### src/rtl/polyphase_commutator.sv
// Polyphase filter-bank commutator on one fabric clock with enable strobes.
// Mode 0 serialises N branch outputs; mode 1 gathers a stream into N slots.
module polyphase_commutator #(
  parameter int gp_idata_width = 26,
  parameter int gp_nchan       = 32,
  parameter int gp_mode        = 0,
  parameter int gp_ccw         = 1
) (
  input  logic                                 i_clk,
  input  logic                                 i_rst_an,
  input  logic                                 i_ena,
  input  logic                                 i_sync,
  input  logic                                 i_ccw,
  input  logic [gp_nchan*gp_idata_width-1:0]   i_data_par,
  input  logic [gp_idata_width-1:0]            i_data_ser,
  output logic [gp_idata_width-1:0]            o_data_ser,
  output logic [gp_nchan*gp_idata_width-1:0]   o_data_par,
  output logic [$clog2(gp_nchan)-1:0]          o_idx,
  output logic                                 o_valid,
  output logic                                 o_frame
);

  localparam int W  = gp_idata_width;
  localparam int N  = gp_nchan;
  localparam int IW = $clog2(N);
  localparam int PW = N * W;
  localparam logic [IW-1:0] LAST = IW'(N - 1);

  logic [IW-1:0] cnt;
  logic [IW-1:0] sel;
  logic          dir;
  logic          eff_ccw;
  logic          step;
  logic          fstart;
  logic          last;
  logic [PW-1:0] shadow;

  assign step    = i_ena & ~i_sync;
  assign fstart  = step & (cnt == '0);
  assign last    = (cnt == LAST);
  // The frame-start step already follows the newly requested direction.
  assign eff_ccw = fstart ? i_ccw : dir;
  assign sel     = eff_ccw ? cnt : LAST - cnt;

  always_ff @(posedge i_clk or negedge i_rst_an) begin
    if (!i_rst_an) begin
      cnt <= '0;
      dir <= (gp_ccw != 0);
    end else if (i_sync) begin
      cnt <= '0;
    end else if (i_ena) begin
      cnt <= last ? '0 : cnt + IW'(1);
      if (fstart) dir <= i_ccw;
    end
  end

  if (gp_mode == 0) begin : g_interp
    logic [W-1:0] par_pick;
    logic [W-1:0] sh_pick;
    logic         unused_ser;

    assign unused_ser = ^i_data_ser;

    always_comb begin
      par_pick = '0;
      sh_pick  = '0;
      for (int c = 0; c < N; c++) begin
        if (sel == IW'(c)) begin
          par_pick = i_data_par[c*W +: W];
          sh_pick  = shadow[c*W +: W];
        end
      end
    end

    always_ff @(posedge i_clk or negedge i_rst_an) begin
      if (!i_rst_an) begin
        shadow     <= '0;
        o_data_ser <= '0;
        o_idx      <= '0;
        o_valid    <= 1'b0;
        o_frame    <= 1'b0;
      end else begin
        o_valid <= step;
        o_frame <= fstart;
        if (step) begin
          o_idx      <= sel;
          o_data_ser <= fstart ? par_pick : sh_pick;
          if (fstart) shadow <= i_data_par;
        end
      end
    end

    assign o_data_par = '0;
  end else begin : g_decim
    logic [PW-1:0] nxt;
    logic          unused_par;

    assign unused_par = ^i_data_par;

    always_comb begin
      nxt = shadow;
      for (int c = 0; c < N; c++) begin
        if (sel == IW'(c)) nxt[c*W +: W] = i_data_ser;
      end
    end

    always_ff @(posedge i_clk or negedge i_rst_an) begin
      if (!i_rst_an) begin
        shadow     <= '0;
        o_data_par <= '0;
        o_idx      <= '0;
        o_valid    <= 1'b0;
        o_frame    <= 1'b0;
      end else begin
        o_valid <= step & last;
        o_frame <= step & last;
        if (step) begin
          shadow <= nxt;
          o_idx  <= sel;
          if (last) o_data_par <= nxt;
        end
      end
    end

    assign o_data_ser = '0;
  end

endmodule

### config.mk
export PLATFORM = sky130hd
export DESIGN_NAME = polyphase_commutator
export DESIGN_NICKNAME = d
export VERILOG_FILES = /design/src/rtl/polyphase_commutator.sv
export SDC_FILE = /design/constraint.sdc
export NUM_CORES = 2
export LEC_CHECK = 0
export BUFFER_PORTS_ARGS = -buffer_cell sky130_fd_sc_hd__buf_2
export CAP_MARGIN = 10
export CORE_AREA = 2 2 677 679
export DETAILED_ROUTE_END_ITERATION = 6
export DIE_AREA = 0 0 679 681
export PLACE_DENSITY = 0.36
export SLEW_MARGIN = 25
export SYNTH_ARGS = -nofsm -noshare
export SYNTH_HDL_FRONTEND = slang
export SYNTH_SLANG_ARGS = --single-unit
export TNS_END_PERCENT = 1
### constraint.sdc
create_clock -name i_clk -period 5.84 [get_ports i_clk]
set_clock_uncertainty 0.15 [all_clocks]
set_input_delay 1.168 -clock i_clk [delete_from_list [all_inputs] [get_ports i_clk]]
set_output_delay 1.168 -clock i_clk [all_outputs]
set_load 0.05 [all_outputs]
Yosys cells after proc, flatten, opt, wreduce, memory -nomap -nowiden
Cells that the tools add are included.
- flip-flop bits (word level): 871
- input port bits: 863
- logic and storage cells: 119
- add/subtract/negate cells: 2
- equal/unequal tests: 32
- muxes and demuxes: 70
- bitwise logic cells: 3
- reduce and logical (&&, ||, !) cells: 5
- operators by type and width (operator ; count):
    two-way mux 26 bit ; 65
    equality test 5 bit, second input constant ; 17
    equality test 5 x 4 -> 1 bit, second input constant ; 8
    equality test 5 x 3 -> 1 bit, second input constant ; 4
    two-way mux 5 bit ; 4
    equality test 5 x 2 -> 1 bit, second input constant ; 2
    logical NOT 5 bit ; 2
    adder 5 x 1 -> 5 bit, second input constant ; 1
    equality test 5 x 1 -> 1 bit, second input constant ; 1
    subtractor 5 bit, first input constant ; 1
    AND reduction 2 bit ; 2
    AND 1 bit ; 2
    nonzero test 2 bit ; 1
    two-way mux 1 bit ; 1
    NOT 1 bit ; 1

Logic depth before layout (Yosys ltp)
- depth in word-level cells: 39
- gate-level depth with buffers: 20
- mapped depth without buffers: 13

Worst setup path before layout
No wires, ideal clock.
- kind: register to register
- from: register cnt[0]
- to: register o_data_ser[14]
- library setup time: 138 ps
- arrival time: 3813 ps
- data required time: 5552 ps
- path slack: 1739 ps
- cell stages (with the launch flop): 18
- buffers on the path: 5
- period minus slack after synthesis: 4101 ps
- cell sequence: dfrtp_1 > clkbuf_1 > inv_1 > clkbuf_1 > clkbuf_1 > ha_1 > nand3b_1 > o21a_1 > buf_6 > buf_2 > o211ai_2 > nor2_2 > a221oi_1 > o21ai_0 > a21oi_1 > a211oi_1 > o31a_1 > or4_1
- cells in the longest elaborated chain, start to end: 38
- elaborated cells between the ends (all ways): 102
- classes of those cells: 1 x add/sub; 31 x eq/ne; 67 x mux; 1 x bitwise; 2 x reduce/logical
- ends and longest elaborated chain (element ; line ; text):
    start: declaration ; 29 ; logic [IW-1:0] cnt;
    start signal: assignment ; 52 ; cnt <= last ? '0 : cnt + IW'(1);
    branches (longest 37 deep; another with subtractor 5 bit) ; -- ;
    two-way mux 26 bit * ; 87 ; o_data_ser <= fstart ? par_pick : sh_pick;
    end signal: assignment ; 87 ;
    end: declaration ; 16 ; output logic [gp_idata_width-1:0] o_data_ser,
Every way passes the cells marked *.
A chain may end at the register's enable or synchronous reset.

Final worst setup path
- from: register cnt[2]
- to: register o_data_ser[2]
Same word-level chain as after synthesis.

==> results.md <==
* Status: complete, no violations
* Final Max Slew Viols at 0
* Startpoint class of the critical path: flop
* Critical-path top delay cell: a21oi_1
* CTS Root Cell: clkbuf_16
* Sw Pwr at 0.00976 W
* Comb pwr share at 30.2%
* Async S/R FF share, synth at 100%
* Top-area cell type share of the netlist area at a little over two fifths
* GRT Residual Overflow at 0
* Worst R2R Start: cnt[2]
* Fill cells at about 53,000
* Synth area leader: dfrtp_1
* Metal-1 WL at 156 mm
* DIE AREA at 0.462 mm2
* Post-CTS setup buffers at 0
* VDD IR max at 257 uV
* FF+latch count, synth at 871
* Top-count cell post-synth: nand2_1
* WS Path Type: reg -> reg
* Crit path cell chain: nor3_2, nand3_1, a21oi_1, nor2_1, buf_4, nor2_1, or3_1, a2111oi_0, o21ai_0, buf_4, nor4bb_1, buf_4, o21ai_1
* Crit end category: flop
* Fmax achieved at 180 MHz
* DR iter-0 viols at 4,794
* # IOs at about 1,700
* Clock Tree Buf Depth at 4
* Final hold violation count at 0
* Place WS at -0.120 ns
* Share of layout cells above drive strength 1 at 21.4%
* Gpl congestion at 0.914
* Critical path's largest stage delay at slightly above 0.8 ns
* Period utilisation layout at 95.3%
* FF-to-FF End: o_data_ser[2]
* DR vias at 50,200
* Switching Fraction at 41.8%
* Internal power at 0.0136 W
* Synth top area cells: dfrtp_1 (44%), nand2_1 (20%), buf_4 (13%)
* Die Y at 681 um
* CP most frequent cell: buf_4
* CTS tree: yes
* # DRC at 0
* Number of flops mapped to enable cells by yosys at 0
* Total track usage at 16.7%
* Met3 wire len at 36.0 mm
* Htree depth at 3
* Hold_ws at 0.0847 ns
* Met2 wire length at 188 mm
* Worst relative slew slack at 22.1%
* Cts-stage hold buffer count at 0
* Initial antenna violation count at ~330
* Lkg Pwr at 31.6 nW
* Antenna-violating nets left at 0
* Final worst slack at 0.273 ns
* Sequential share of power at 36.2%
* TritonCTS Buffers at 118
* R2R cell count at 13
* IO Port Bufs at about 870
* First-pass GRT wire length at 507 mm
* Pwr/cell area at roughly 360 mW/mm2
* Pin count of the biggest net entering global routing at 187
* Worst Tran Pin Value at 1.16 ns
* Clock latency at the later pin of the worst-skew pair at roughly 0.92 ns
* Drt first pass iters at 6
* Rows at 248
* Worst min-delay path class: in -> async
* Clock transition at path regs at 0.06 ns
* Total of max-cap violations at 0
* Drt via density at 3.71
* Yosys cell types at 80
* WL/cell at 29.9 um
* RSZ-0062 raised after global routing: no
* Final min period at around 5.6 ns
* Net count, final at 8,205
* Synth warnings at 0
* R2R Setup Slk at 0.27 ns
* Crit path max fanout at 15
* Clock sink count at 871
* Primary FF master, synth: dfrtp_1
* Seq/Total Area, Yosys at 43.8%
* CORE AREA at between 0.4 and 0.5 mm2
* Detailed Route WL at 404 mm
* Area Overhead vs Synth at 31.4%
* Syn Area/Cell at 7.89 um2
* Vias in the first global route at around 47,000
* Starting Density at 10.9%
* Synth top cells by count: nand2_1 (2,622), dfrtp_1 (870), buf_4 (834)
* Final Setup Violations at 0
* DR top layer: met5
* Synthesized instance count at 6,308
* Post-CTS sizing at 0
* Critical Path RT at 6.39 ns
* Fin util at roughly 14%
* Worst Path Arrival at between 6 and 7 ns
* Hpwl dp at 332 mm
* Die width at between 600 and 700 um
* Clock network fraction of design power at 33.7%
* Synthesized cell area at 0.0497 mm2
-- power groups by stage --
stage,clock network [W],logic [W],registers (W)
final,0.00786,0.00705,0.00845
after detailed placement,0,0.00713,0.00851
after global placement,0,0.00711,0.00852
after CTS,0.00809,0.00715,0.00842
after global routing,0.00825,0.00751,0.00858
after floorplan,0,0.00377,0.00832
-- how the worst max path moves through the flow --
| stage | from | to |
|---|---|---|
| final | cnt[2] | o_data_ser[2] |
| after global routing | cnt[2] | o_data_ser[2] |
| after CTS | cnt[2] | o_data_ser[2] |
| after detailed placement | i_sync | o_data_ser[2] |
| after global placement | i_sync | o_data_ser[2] |
| after floorplan | cnt[0] | o_data_ser[14] |
-- worst max-delay path, delay by kind of cell (launching register included) --
family	cells	cell delay (ns)
AOI/OAI and AO/OA	4	1.16
DFF	1	0.55
buffers and inverters	3	0.63
and+or+nand+nor	6	2.86
-- final cells by class --
class / count / area [um2] / area share (%)
clock buffers: 161 / 3380 / 5.17
multi-input cells: 5031 / 23600 / 36.1
inverters: 18 / 75.1 / 0.115
repair buffers: 1299 / 8130 / 12.4
diodes: 108 / 270 / 0.414
flip-flops and latches: 871 / 21800 / 33.4
clock inverters: 51 / 588 / 0.900
well taps: 6000 / 7510 / 11.5
-- sequential cells by signal, indices dropped and copies added, names as in the netlist --
| register | flops |
|---|---|
| o_idx | 5 |
| o_valid | 1 |
| cnt | 5 |
| shadow | 832 |
| o_frame | 1 |
| o_data_ser | 26 |
| dir | 1 |
-- layout by cell type (no fill, tap or decap), types with 119 or more instances in the layout --
cell type,count
a21oi_1,183
a22oi_1,127
buf_2,868
buf_4,387
clkbuf_16,119
conb_1,832
dfrtp_1,870
nand2_1,2621
nor2_1,174
o21ai_0,211
-- metal layers --
metal / vias up / global-route usage, %
li1: 21700 / -
met1: 24900 / 19.2
met2: 2498 / 27.4
met3: 837 / 5.92
met4: 222 / 8.26
met5: - / 0
-- per-stage QoR --
step	cells	TNS [ns]	power, W	instance area [um2]
after floorplan	7139	0	0.0121	52900
after global placement	13200	-0.123	0.0156	61100
after detailed placement	13200	-0.120	0.0156	61100
after CTS	13400	0	0.0237	65100
after global routing	13500	0	0.0243	65200
final	13500	0	0.0234	65400
-- cells by family (layout without fill, tap and decap cells) --
kind of cell	count (synthesis)	after routing	share of synthesized area (%)
simple gates	3007	3007	23.6
buf+inv	1237	1529	15.8
compound gates	1164	1164	16.2
flops	871	871	43.8
mux	24	24	0.506
fa+ha+maj	3	3	0.0755
other cells	1	940	0.00754
xor+xnor	1	1	0.0176
(Power assumes the default switching activity.)
